### src/rtl/rv32i_if_pkg.sv
// rv32i_if_pkg: shared constants and the prefetch FIFO entry type for the
// rv32i instruction-fetch stage.
//   ILEN             instruction word width (always 32)
//   XLEN             PC width carried in a FIFO entry
//   NOP_IW           canonical NOP (addi x0, x0, 0)
//   DEFAULT_RESET_PC default reset PC
//   fetch_entry_t    {pc, iw, misalign_exc} payload held per FIFO slot
package rv32i_if_pkg;

    localparam int unsigned XLEN = 32;
    localparam int unsigned ILEN = 32;

    localparam logic [ILEN-1:0] NOP_IW           = 32'h0000_0013;
    localparam logic [XLEN-1:0] DEFAULT_RESET_PC = 32'h0000_0000;

    typedef struct packed {
        logic [XLEN-1:0] pc;
        logic [ILEN-1:0] iw;
        logic            misalign_exc;
    } fetch_entry_t;

    localparam int unsigned ENTRY_W = $bits(fetch_entry_t);

endpackage

### src/rtl/rv32i_sync_fifo.sv
// rv32i_sync_fifo: generic synchronous FIFO with a registered head.
// A push at the end of cycle N is visible on head_valid/head_data in N+1.
// head_data holds its last value while head_valid is low.
//   clk, rst_n      clock, synchronous active-low reset
//   flush           empties the FIFO (wins over push and pop)
//   push, push_data write port
//   pop             consume the head (ignored when empty)
//   head_valid      head entry present
//   head_data       head entry payload
//   count           number of stored entries
module rv32i_sync_fifo #(
    parameter int unsigned WIDTH = 8,
    parameter int unsigned DEPTH = 4
) (
    input  logic                       clk,
    input  logic                       rst_n,
    input  logic                       flush,
    input  logic                       push,
    input  logic [WIDTH-1:0]           push_data,
    input  logic                       pop,
    output logic                       head_valid,
    output logic [WIDTH-1:0]           head_data,
    output logic [$clog2(DEPTH+1)-1:0] count
);

    localparam int unsigned PTR_W = $clog2(DEPTH);
    localparam int unsigned CNT_W = $clog2(DEPTH+1);

    logic [WIDTH-1:0] mem [DEPTH];
    logic [PTR_W-1:0] wr_ptr;
    logic [PTR_W-1:0] rd_ptr;
    logic [PTR_W-1:0] rd_ptr_nxt;
    logic [CNT_W-1:0] count_after_pop;
    logic [CNT_W-1:0] count_nxt;
    logic             do_push;
    logic             do_pop;

    // Next pointer/count; the head register is reloaded from the next read slot.
    always_comb begin
        do_pop          = pop & (count != '0);
        do_push         = push & (do_pop | (count != CNT_W'(DEPTH)));
        rd_ptr_nxt      = rd_ptr + PTR_W'(do_pop);
        count_after_pop = count - CNT_W'(do_pop);
        count_nxt       = count_after_pop + CNT_W'(do_push);
    end

    // Storage array; no reset needed, validity is tracked by count.
    always_ff @(posedge clk) begin
        if (do_push) begin
            mem[wr_ptr] <= push_data;
        end
    end

    // Pointers, count and registered head.
    always_ff @(posedge clk) begin
        if (!rst_n) begin
            wr_ptr     <= '0;
            rd_ptr     <= '0;
            count      <= '0;
            head_valid <= 1'b0;
            head_data  <= '0;
        end else if (flush) begin
            wr_ptr     <= '0;
            rd_ptr     <= '0;
            count      <= '0;
            head_valid <= 1'b0;
        end else begin
            wr_ptr     <= wr_ptr + PTR_W'(do_push);
            rd_ptr     <= rd_ptr_nxt;
            count      <= count_nxt;
            head_valid <= (count_nxt != '0);
            // When the FIFO drains to empty this cycle, the new head can only
            // be the word being pushed (it is not in the array yet).
            if (count_after_pop == '0) begin
                if (do_push) begin
                    head_data <= push_data;
                end
            end else begin
                head_data <= mem[rd_ptr_nxt];
            end
        end
    end

endmodule

### src/rtl/rv32i_if_prefetch.sv
// rv32i_if_prefetch: instruction-fetch stage with a small prefetch FIFO.
// Issues word addresses to a registered instruction memory (data returns the
// cycle after the request), queues {pc, iw} and hands them to ID over
// valid/ready. A redirect flushes queued and in-flight fetches.
// Optional feature macro: RV32I_IF_MISALIGN_EXC_EN adds misalign_exc; a
// misaligned jump queues one NOP entry flagged as an exception and halts
// fetching until the next jump or reset.
//   clk, reset    clock, synchronous active-low reset
//   memIfAddr     fetch word address (pc[XLEN-1:2])
//   memIfReq      fetch issued this cycle
//   memIfData     instruction word returned for last cycle's request
//   jump_enable   redirect request, jump_addr its target
//   id_valid      head entry valid; id_ready: ID takes the head
//   iw_out,pc_out head instruction word and its PC
//   misalign_exc  head entry came from a misaligned jump (macro only)
module rv32i_if_prefetch #(
    parameter int unsigned     XLEN       = 32,
    parameter logic [XLEN-1:0] RESET_PC   = rv32i_if_pkg::DEFAULT_RESET_PC,
    parameter int unsigned     FIFO_DEPTH = 4
) (
    input  logic            clk,
    input  logic            reset,
    output logic [XLEN-3:0] memIfAddr,
    output logic            memIfReq,
    input  logic [31:0]     memIfData,
    input  logic            jump_enable,
    input  logic [XLEN-1:0] jump_addr,
    output logic            id_valid,
    input  logic            id_ready,
    output logic [31:0]     iw_out,
`ifdef RV32I_IF_MISALIGN_EXC_EN
    output logic            misalign_exc,
`endif
    output logic [XLEN-1:0] pc_out
);

    import rv32i_if_pkg::*;

    localparam int unsigned CNT_W = $clog2(FIFO_DEPTH+1);

    logic [XLEN-1:0] pc;
    logic [XLEN-1:0] inflight_pc;
    logic            inflight;
    logic [CNT_W-1:0] count;
    logic [CNT_W:0]   credit_used;
    logic            fetch_halt;
    fetch_entry_t    push_entry;
    fetch_entry_t    head_entry;

`ifdef RV32I_IF_MISALIGN_EXC_EN
    logic            misalign_halt;
    logic            inflight_exc;
    assign fetch_halt = misalign_halt;
`else
    logic            unused_bits;
    assign fetch_halt  = 1'b0;
    assign unused_bits = ^{jump_addr[1:0], head_entry.misalign_exc};
`endif

    // Conservative credit: a same-cycle pop does not free a slot for issue.
    assign credit_used = (CNT_W+1)'(count) + (CNT_W+1)'(inflight);
    assign memIfReq    = reset & ~jump_enable & ~fetch_halt
                         & (credit_used < (CNT_W+1)'(FIFO_DEPTH));
    assign memIfAddr   = pc[XLEN-1:2];

    // PC and in-flight tracking; a jump cancels whatever was in flight.
    always_ff @(posedge clk) begin
        if (!reset) begin
            pc            <= RESET_PC;
            inflight      <= 1'b0;
            inflight_pc   <= '0;
`ifdef RV32I_IF_MISALIGN_EXC_EN
            inflight_exc  <= 1'b0;
            misalign_halt <= 1'b0;
`endif
        end else if (jump_enable) begin
            pc <= {jump_addr[XLEN-1:2], 2'b00};
`ifdef RV32I_IF_MISALIGN_EXC_EN
            // A misaligned target reuses the in-flight slot to queue the
            // exception NOP next cycle instead of fetching.
            if (jump_addr[1:0] != 2'b00) begin
                inflight      <= 1'b1;
                inflight_pc   <= jump_addr;
                inflight_exc  <= 1'b1;
                misalign_halt <= 1'b1;
            end else begin
                inflight      <= 1'b0;
                inflight_exc  <= 1'b0;
                misalign_halt <= 1'b0;
            end
`else
            inflight <= 1'b0;
`endif
        end else begin
            inflight <= memIfReq;
`ifdef RV32I_IF_MISALIGN_EXC_EN
            inflight_exc <= 1'b0;
`endif
            if (memIfReq) begin
                pc          <= pc + XLEN'(4);
                inflight_pc <= pc;
            end
        end
    end

    // Entry captured from the memory response (or the exception NOP).
    always_comb begin
        push_entry              = '0;
        push_entry.pc           = inflight_pc;
        push_entry.iw           = memIfData;
        push_entry.misalign_exc = 1'b0;
`ifdef RV32I_IF_MISALIGN_EXC_EN
        if (inflight_exc) begin
            push_entry.iw           = NOP_IW;
            push_entry.misalign_exc = 1'b1;
        end
`endif
    end

    rv32i_sync_fifo #(
        .WIDTH (ENTRY_W),
        .DEPTH (FIFO_DEPTH)
    ) u_fifo (
        .clk        (clk),
        .rst_n      (reset),
        .flush      (jump_enable),
        .push       (inflight),
        .push_data  (push_entry),
        .pop        (id_ready),
        .head_valid (id_valid),
        .head_data  (head_entry),
        .count      (count)
    );

    assign iw_out = head_entry.iw;
    assign pc_out = head_entry.pc;
`ifdef RV32I_IF_MISALIGN_EXC_EN
    assign misalign_exc = head_entry.misalign_exc;
`endif

endmodule
### config.mk
export PLATFORM = sky130hd
export DESIGN_NAME = rv32i_if_prefetch
export DESIGN_NICKNAME = d
export VERILOG_FILES = /design/src/rtl/rv32i_if_pkg.sv /design/src/rtl/rv32i_sync_fifo.sv /design/src/rtl/rv32i_if_prefetch.sv
export SDC_FILE = /design/constraint.sdc
export NUM_CORES = 1
export LEC_CHECK = 0
export BUFFER_PORTS_ARGS = -buffer_cell sky130_fd_sc_hd__buf_2
export CORE_MARGIN = 8
export CORE_UTILIZATION = 45
export CTS_CLUSTER_DIAMETER = 50
export DETAILED_ROUTE_END_ITERATION = 10
export GPL_ROUTABILITY_DRIVEN = 1
export HOLD_SLACK_MARGIN = 0.03
export SETUP_SLACK_MARGIN = 0.02
export SLEW_MARGIN = 20
export SYNTH_ARGS = -nofsm -noshare
export SYNTH_HDL_FRONTEND = slang
export SYNTH_HIERARCHICAL = 1
export SYNTH_SLANG_ARGS = --single-unit
export TNS_END_PERCENT = 10
### constraint.sdc
create_clock -name clk -period 11.5 [get_ports clk]
set_clock_uncertainty 0.2 [all_clocks]
set_input_delay 0.575 -clock clk [delete_from_list [all_inputs] [get_ports clk]]
set_output_delay 0.575 -clock clk [all_outputs]
set_load 0.02 [all_outputs]
=== Word level (Yosys, flattened, before mapping) ===
Memories as Yosys holds them, arrays and structs flattened.
Index checks and enable logic that the tools add are counted.

* Add/sub/neg operators: 6
* Multipliers: 0
* Div/mod/pow operators: 0
* Order comparisons: 1
* Equal/unequal tests: 2
* Shift-type cells: 0
* Mux-type cells: 6
* Bitwise logic cells: 7
* Reductions and logical operators: 7

{| class="wikitable"
|+ Operators with widths
! kind !! count
|-
| 65-bit two-way mux || 2
|-
| 32-bit two-way mux || 2
|-
| 32-bit by 3-bit adder with 32-bit output, second input constant || 1
|-
| 3-bit nonzero test || 2
|-
| 2-bit by 1-bit adder with 2-bit output || 2
|-
| 3-bit by 1-bit adder with 4-bit output || 1
|-
| 1-bit bitwise AND || 4
|-
| 4-bit by 3-bit less-than comparator with 1-bit output, second input constant || 1
|-
| 2-bit AND reduction || 2
|-
| 3-bit by 1-bit adder with 3-bit output || 1
|-
| 3-bit logical NOT || 1
|-
| 3-bit != test, second input constant || 1
|-
| 3-bit by 1-bit subtractor with 3-bit output || 1
|-
| 1-bit two-way mux || 2
|-
| 2-bit by 1-bit != test with 1-bit output, second input constant || 1
|-
| 1-bit inverter || 2
|-
| 2-bit nonzero test || 1
|-
| 2-bit OR reduction || 1
|-
| 1-bit bitwise OR || 1
|}

* Flip-flop bits (word level): 138
* Latch bits: 0
* Memory bits (writable): 256
* Bits in read-only memories: 0
* Output and inout bits: 96
* Memories: 1

{| class="wikitable"
|+ Memory list
! memory !! depth !! bits a word !! read ports !! clocked after Yosys merged registers in !! wr ports !! RTL line !! text
|-
| u_fifo.mem || 4 || 64 || 1 || 0 || 1 || rv32i_sync_fifo.sv:29 || <nowiki>logic [WIDTH-1:0] mem [DEPTH];</nowiki>
|}

=== Longest topological paths before layout ===
Gate-level depths: netlist of the first run.

* Depth after elaboration: 6
* Gate-level depth with buffers: 9

=== Hierarchy ===
The synthesis of the first run kept the hierarchy.

{| class="wikitable"
|+ Modules (own cells, without submodules)
! module !! instances !! cells an instance !! area an instance (um2) !! sequential area each (um2)
|-
| rv32i_sync_fifo || 1 || 899 || 13107.6 || 9268.9
|-
| rv32i_if_prefetch || 1 || 350 || 2780.2 || 1221.2
|}

=== Worst setup path after synthesis of the first run ===
No wires, ideal clock.

* Path type: in2reg
* Start point: in id_ready
* End point: mem u_fifo/mem[2][0] in the netlist's numbering, enable pin
* Library setup time: 0.582 ns
* Data arrival time: 5.542 ns
* Path slack: 5.176 ns
* Cell stages on the path: 3
* Path buffers: 0
* Cells stage by stage: or4b_4 nand2_1 nor3b_1

* Word-level cells in the longest chain between the ends: 5

{| class="wikitable"
|+ Ends and longest elaborated chain
! element !! RTL line !! text
|-
| from (decl) || rv32i_if_prefetch.sv:29 || <nowiki>input logic id_ready,</nowiki>
|-
| 1-bit bitwise AND || rv32i_sync_fifo.sv:40 || <nowiki>do_pop = pop & (count != '0);</nowiki>
|-
| 1-bit bitwise OR || rv32i_sync_fifo.sv:41 || <nowiki>do_push = push & (do_pop | (count != CNT_W'(DEPTH)));</nowiki>
|-
| 1-bit bitwise AND || rv32i_sync_fifo.sv:41 ||
|-
| 1-bit two-way mux || rv32i_sync_fifo.sv:49 || <nowiki>if (do_push) begin</nowiki>
|-
| 1-bit two-way mux (not written as such) || rv32i_sync_fifo.sv:50 || <nowiki>mem[wr_ptr] <= push_data;</nowiki>
|-
| to (decl) || rv32i_sync_fifo.sv:29 ||
|}

Every way passes these cells.

=== Final worst setup path of the first run ===
* Start point: reg u_fifo.count[0]
* End point: reg u_fifo.head_data[62]

* Word-level cells in the longest chain between the ends: 6
* Elaborated cells between the ends (all ways): 12
* Classes of those cells: add/sub (2); eq/ne (2); mux (1); bitwise (3); reduce/logical (3); memory (1)

{| class="wikitable"
|+ Ends and longest elaborated chain
! element !! RTL line !! text
|-
| from (decl) || rv32i_sync_fifo.sv:23 || <nowiki>output logic [$clog2(DEPTH+1)-1:0] count</nowiki>
|-
| from (signal assigned) || rv32i_sync_fifo.sv:70 || <nowiki>count <= count_nxt;</nowiki>
|-
| 3-bit nonzero test || rv32i_sync_fifo.sv:40 ||
|-
| 1-bit bitwise AND || rv32i_sync_fifo.sv:40 ||
|-
| 3-bit by 1-bit subtractor with 3-bit output / 1-bit bitwise OR (equally long branches) || rv32i_sync_fifo.sv:43, rv32i_sync_fifo.sv:41 ||
|-
| 3-bit logical NOT / 1-bit bitwise AND (equally long branches) || rv32i_sync_fifo.sv:74, rv32i_sync_fifo.sv:41 ||
|-
| 2-bit by 1-bit != test with 1-bit output (no line) || -- ||
|-
| 2-bit AND reduction (no line) || -- ||
|-
| to (signal assigned) || rv32i_sync_fifo.sv:76 || <nowiki>head_data <= push_data;</nowiki>
|-
| to (signal assigned) || rv32i_sync_fifo.sv:79 || <nowiki>head_data <= mem[rd_ptr_nxt];</nowiki>
|-
| to (decl) || rv32i_sync_fifo.sv:22 || <nowiki>output logic [WIDTH-1:0] head_data,</nowiki>
|}

Several ways; a longest one is shown, not always the timed one.
A chain may end at the register's enable or synchronous reset.

==> results.py, run 1 <==
metrics = {
    "clocking": {
        "holdBufCountCts": 0,
        "cts.clk_slew.worst_paths_ps": 60,
        "clock_path_buffers": 3,
        "cts_tree": "yes",
        "htree_num_levels": 2,
        "cts_sinks": 389,
        "postCtsSetupRepairBufs": 0,
        "worstSkewPairLatency_ps": 550,
        "post_cts_resized": 0,
        "numCtsBuffers": 46,
        "cts-root-buf": "clkbuf_16",
    },
    "floorplanning": {
        "ioPinCount": 164,
        "core_area_sq_mm": 0.0345,
        "die_area_sq_mm": 0.0411,
        "placementRows": 68,
        "die_h_um": 203,
        "start_util": 0.456,
        "die_w_um": 203,
    },
    "final_layout": {
        "utilization": 0.535,
        "diodes": 0,
        "multi_input_area_sq_mm": 0.00497,
        "final_nets": 1457,
        "layout-drive-gt1-share": 0.198,
        "fillers": 2983,
        "seqCellArea_sq_mm": 0.0103,
        "area_growth_pct": 17.5,
    },
    "critical_path": {
        "critPathLaunchType": "register",
        "cp.arrival_ps": 3810,
        "cp_max_fo": 38,
        "critical_path_class": "register to register",
        "critPathCaptureType": "register",
        "worst_ep_required_time_ps": 11720,
    },
    "routing": {
        "route.vias.total": 10470,
        "drtIter0Drc": 522,
        "viasPerCell": 5.58,
        "drc": 0,
        "routedWlPerCell_um": 20.9,
        "postRouteAntennaNets": 0,
        "dr.pass1.iters": 5,
        "wirelength_mm": 39.2,
    },
    "global_route": {
        "grt_pass1_wl_mm": 61.4,
        "grt-ovfl-total": 0,
        "antenna_found_initial": 0,
        "grt_max_degree": 81,
        "grtUsageTotal": 0.186,
        "grt_pass1_vias": 10658,
    },
    "placed_design": {
        "port_buffers": 161,
        "gp_congestion": 0.802,
        "dp_hpwl_mm": 22.1,
    },
    "timing": {
        "slew_violations": 0,
        "finalCriticalPeriod_ps": 3590,
        "hold_viol": 0,
        "slew_headroom": 0.281,
        "finalSetupViolations": 0,
        "grt_setup_unrepaired": "false",
        "setup_tns_ps": 0,
        "worst_slew_pin_slew_ps": 1080,
        "period_share": 0.312,
        "max_clock_freq_ghz": 0.278,
    },
    "power": {
        "ir_worst_vdd_v": 0.000110,
        "p_leak_nw": 6.75,
        "p_per_area_mw_per_mm2": 186,
        "power_mw": 3.42,
    },
    "run": {
        "drv_cap": 0,
    },
    "hold_path": {
        "min_path_type": "primary input to register",
    },
    "synthesis": {
        "ys_warn_count": 6,
        "syn_inst": 1237,
        "avgSynthCellArea_sq_um": 12.7,
        "syn_area_sq_mm": 0.0157,
    },
    "status": {
        "status": "completed",
    },
}
-- path summary, 6_finish.rpt --
| kind | start | slack [ps] | depth (start not counted) | end |
|---|---|---|---|---|
| setup / recovery | u_fifo/count[0]$_SDFF_PP0_ | 7910 | 8 | u_fifo/head_data[62]$_SDFFE_PN0P_ |
| hold reg to reg | pc[17]$_SDFFE_PN0P_ | 310 | 2 | inflight_pc[17]$_SDFFE_PN0P_ |
| setup reg to reg | u_fifo/count[0]$_SDFF_PP0_ | 7910 | 8 | u_fifo/head_data[62]$_SDFFE_PN0P_ |
| hold / removal | jump_addr[5] | 60 | 3 | pc[5]$_SDFFE_PN0P_ |
-- registers in the layout, indices dropped and copies added (netlist names) --
| signal | count |
|---|---|
| u_fifo/head_data | 64 |
| inflight_pc | 30 |
| inflight | 1 |
| u_fifo/wr_ptr | 2 |
| pc | 30 |
| u_fifo/head_valid | 1 |
| u_fifo/mem | 256 |
| u_fifo/count | 3 |
| u_fifo/rd_ptr | 2 |
-- area by class of cell --
cell class / instances / share of cell area
clock buffers: 57 / 0.0697
clock inverters: 29 / 0.0132
inverters: 10 / 0.00204
multi-input cells: 754 / 0.269
flip-flops and latches: 389 / 0.561
well taps: 455 / 0.0309
repair buffers: 182 / 0.0536
-- where the power goes --
| group | leakage, nW | switching (mW) | internal, mW | total (mW) |
|---|---|---|---|---|
| registers | 3.47 | 0.0441 | 1.55 | 1.59 |
| clock network | 0.741 | 0.575 | 0.849 | 1.42 |
| logic | 2.54 | 0.266 | 0.141 | 0.407 |
-- routing by layer --
layer / GRT usage / routed length [um]
met5: 0 / 0
met4: 0.0399 / 506
met3: 0.0429 / 2620
met2: 0.308 / 18600
met1: 0.246 / 17400
-- cell usage in the layout (no fill, tap or decap), types with 12 or more instances in the layout --
cell type and instances:
a21oi_1 92, buf_4 22, buf_2 159, clkbuf_16 49, o21bai_1 63, nand3_1 35, dfxtp_1 133, o311a_1 64
xnor2_1 12, edfxtp_1 256, nand4_1 12, nor2_1 16, nand2_1 213, mux2i_1 68, o21ai_0 15, o2bb2ai_1 63
-- per-stage QoR --
step / instance area, sq um / std cells / hold WS [ps] / worst slack (ps)
after floorplan: 15700 / 1246 / 274 / 5250
after global placement: 16900 / 1789 / 301 / 7660
after detailed placement: 16900 / 1790 / 295 / 7760
after CTS: 18400 / 1876 / 33.2 / 7870
after global routing: 18400 / 1876 / 42.1 / 7740
final: 18400 / 1876 / 56.8 / 7910
-- critical path, stage by stage, from the launching register on --
cell	delay, ps
dfxtp_1	350
o31a_1	330
ha_1	190
ha_1	290
nand2_1	230
o21ai_4	790
buf_4	600
a21oi_1	100
o311a_1	350
No activity file was read; power rests on OpenSTA's default activity.
==> run 2: changes to the inputs <==
--- a/config.mk
+++ b/config.mk
@@ -5,6 +5,7 @@
 export SDC_FILE = /design/constraint.sdc
 export NUM_CORES = 1
 export LEC_CHECK = 0
+export ABC_AREA = 1
 export BUFFER_PORTS_ARGS = -buffer_cell sky130_fd_sc_hd__buf_2
 export CORE_MARGIN = 8
 export CORE_UTILIZATION = 45
==> constraint.sdc (replaced) <==
create_clock -name clk -period 3.7 [get_ports clk]
set_clock_uncertainty 0.2 [all_clocks]
set_input_delay 0.185 -clock clk [delete_from_list [all_inputs] [get_ports clk]]
set_output_delay 0.185 -clock clk [all_outputs]
set_load 0.02 [all_outputs]
==> run 2 against run 1 <==
Net effect:
- area after synthesis up 15%
- setup slack worse by 7200 ps
- combinational power rose to 4.3 times the previous value
- final area up 16%
- utilization up 0.42 points
- final cell count up 57%
- largest power group unchanged
==> results.py, run 2 <==
metrics = {
    "status": {
        "status": "completed",
    },
    "routing": {
        "drtIter0Drc": 888,
        "dr.pass1.iters": 7,
        "viasPerCell": 4.82,
        "routedWlPerCell_um": 15.6,
        "postRouteAntennaNets": 0,
        "drc": 0,
        "wirelength_mm": 46.1,
        "route.vias.total": 14230,
    },
    "final_layout": {
        "layout_commonest_cell": "nand2_1",
        "regMostFlops": "u_fifo/mem",
        "final_nets": 2462,
        "fillers": 3684,
        "area_growth_pct": 18.8,
        "largest_register_ffs": 256,
        "layout-drive-gt1-share": 0.125,
        "finalNonFillerCells": 2950,
        "diodes": 0,
        "reg_top3": "u_fifo/mem x256, u_fifo/head_data x64",
        "utilization": 0.539,
        "most-common-layout-cells": "nand2_1, nor2_1, inv_1",
        "fin_area_sq_mm": 0.0214,
        "multi_input_area_sq_mm": 0.00596,
        "seqCellArea_sq_mm": 0.0103,
    },
    "power": {
        "p_sw_frac": 0.277,
        "ir_worst_vdd_v": 0.000305,
        "p_per_area_mw_per_mm2": 528,
        "power_mw": 11.3,
        "power_switching_mw": 3.13,
        "p_int_mw": 8.16,
        "pwr-share-comb": 0.156,
        "clkPwrFrac": 0.406,
        "power_frac_seq": 0.438,
        "p_leak_nw": 10.1,
    },
    "timing": {
        "slew_headroom": 0.354,
        "worst_slew_pin_slew_ps": 969,
        "whs_ps": 44.4,
        "setup_ws_ps": 730,
        "grt_setup_unrepaired": "false",
        "period_share": 0.803,
        "max_clock_freq_ghz": 0.337,
        "finalCriticalPeriod_ps": 2970,
        "slew_violations": 0,
        "finalSetupViolations": 0,
        "hold_viol": 0,
        "setup_tns_ps": 0,
    },
    "clocking": {
        "htree_num_levels": 2,
        "holdBufCountCts": 65,
        "worstSkewPairLatency_ps": 560,
        "postCtsSetupRepairBufs": 0,
        "cts_tree": "yes",
        "cts.clk_slew.worst_paths_ps": 60,
        "cts-root-buf": "clkbuf_16",
        "post_cts_resized": 0,
        "numCtsBuffers": 45,
        "cts_sinks": 389,
        "clock_path_buffers": 3,
    },
    "global_route": {
        "grt_pass1_wl_mm": 74.1,
        "antenna_found_initial": 0,
        "grt_max_degree": 66,
        "grt-ovfl-total": 0,
        "grt_pass1_vias": 13820,
        "grtUsageTotal": 0.196,
    },
    "critical_path": {
        "slowest_stage": "buf_4",
        "reg2reg_from": "u_fifo/count[2]$_SDFF_PP0_",
        "worst_ep_required_time_ps": 3940,
        "cpPeakStageDelay_ps": 730,
        "critPathLaunchType": "register",
        "cp.arrival_ps": 3210,
        "critical_path_class": "register to register",
        "crit_start": "u_fifo/count[2]$_SDFF_PP0_",
        "cp_max_fo": 65,
        "critPathCaptureType": "register",
        "r2r_setup_slack_ps": 730,
        "cp_cell_sequence": "inv_2 -> a21boi_0 -> ha_1 -> ha_1 -> nand2_1 -> nand2_2 -> buf_4 -> xor2_1 -> nand3_1 -> nand2_1 -> inv_1",
    },
    "floorplanning": {
        "die_w_um": 216,
        "start_util": 0.454,
        "die_area_sq_mm": 0.0467,
        "placementRows": 73,
        "core_area_sq_mm": 0.0396,
        "ioPinCount": 164,
        "die_h_um": 216,
    },
    "placed_design": {
        "dp.cells": 2801,
        "postPlaceCellArea_sq_mm": 0.0192,
        "port_buffers": 161,
        "detailedPlace.worstSlack_ps": 774,
        "dp_hpwl_mm": 26.9,
        "gp_congestion": 0.896,
    },
    "synthesis": {
        "syn_area_sq_mm": 0.0180,
        "avgSynthCellArea_sq_um": 8.21,
        "syn_inst": 2192,
        "ys_warn_count": 6,
    },
    "hold_path": {
        "min_path_type": "primary input to register",
        "min-delay-start": "reset",
    },
    "run": {
        "drv_cap": 0,
    },
}
run 2: critical path: cells and delay by family, from the launching register on:
kind | cells | cell delay (ps)
AND/OR/NAND/NOR | 4 | 340
AO/OA/AOI/OAI | 1 | 390
adder cells (fa/ha/maj) | 2 | 430
buffers and inverters | 3 | 860
flip-flops | 1 | 380
XOR/XNOR | 1 | 250
run 2: final cells by class:
class	count	area share
Clock buffer	63	0.0631
Sequential cell	389	0.484
Inverter	277	0.0487
Tap cell	525	0.0307
Multi-Input combinational cell	1422	0.279
Timing Repair Buffer	253	0.0841
Clock inverter	21	0.0103
run 2: final timing paths:
kind / end / cells past startpoint
setup / recovery: u_fifo/head_valid$_SDFF_PP0_ / 11
hold / removal: inflight_pc[27]$_SDFFE_PN0P_ / 3
setup reg to reg: u_fifo/head_valid$_SDFF_PP0_ / 11
hold reg to reg: u_fifo/wr_ptr[0]$_SDFF_PP0_ / 2
run 2: power groups by stage:
stage,Combinational (mW),Clock [mW],Sequential [mW]
final,1.76,4.58,4.95
after detailed placement,1.71,0,5.05
after global placement,1.70,0,5.04
after global routing,1.98,4.84,4.97
after CTS,1.77,4.67,4.95
after floorplan,1.09,0,5.17
run 2: routing by layer:
metal,up-vias,wire length [um],track usage
li1,7191,-,-
met1,6547,20400,0.254
met2,409,21800,0.330
met3,83,2880,0.0358
met4,0,1070,0.0593
met5,-,0,0
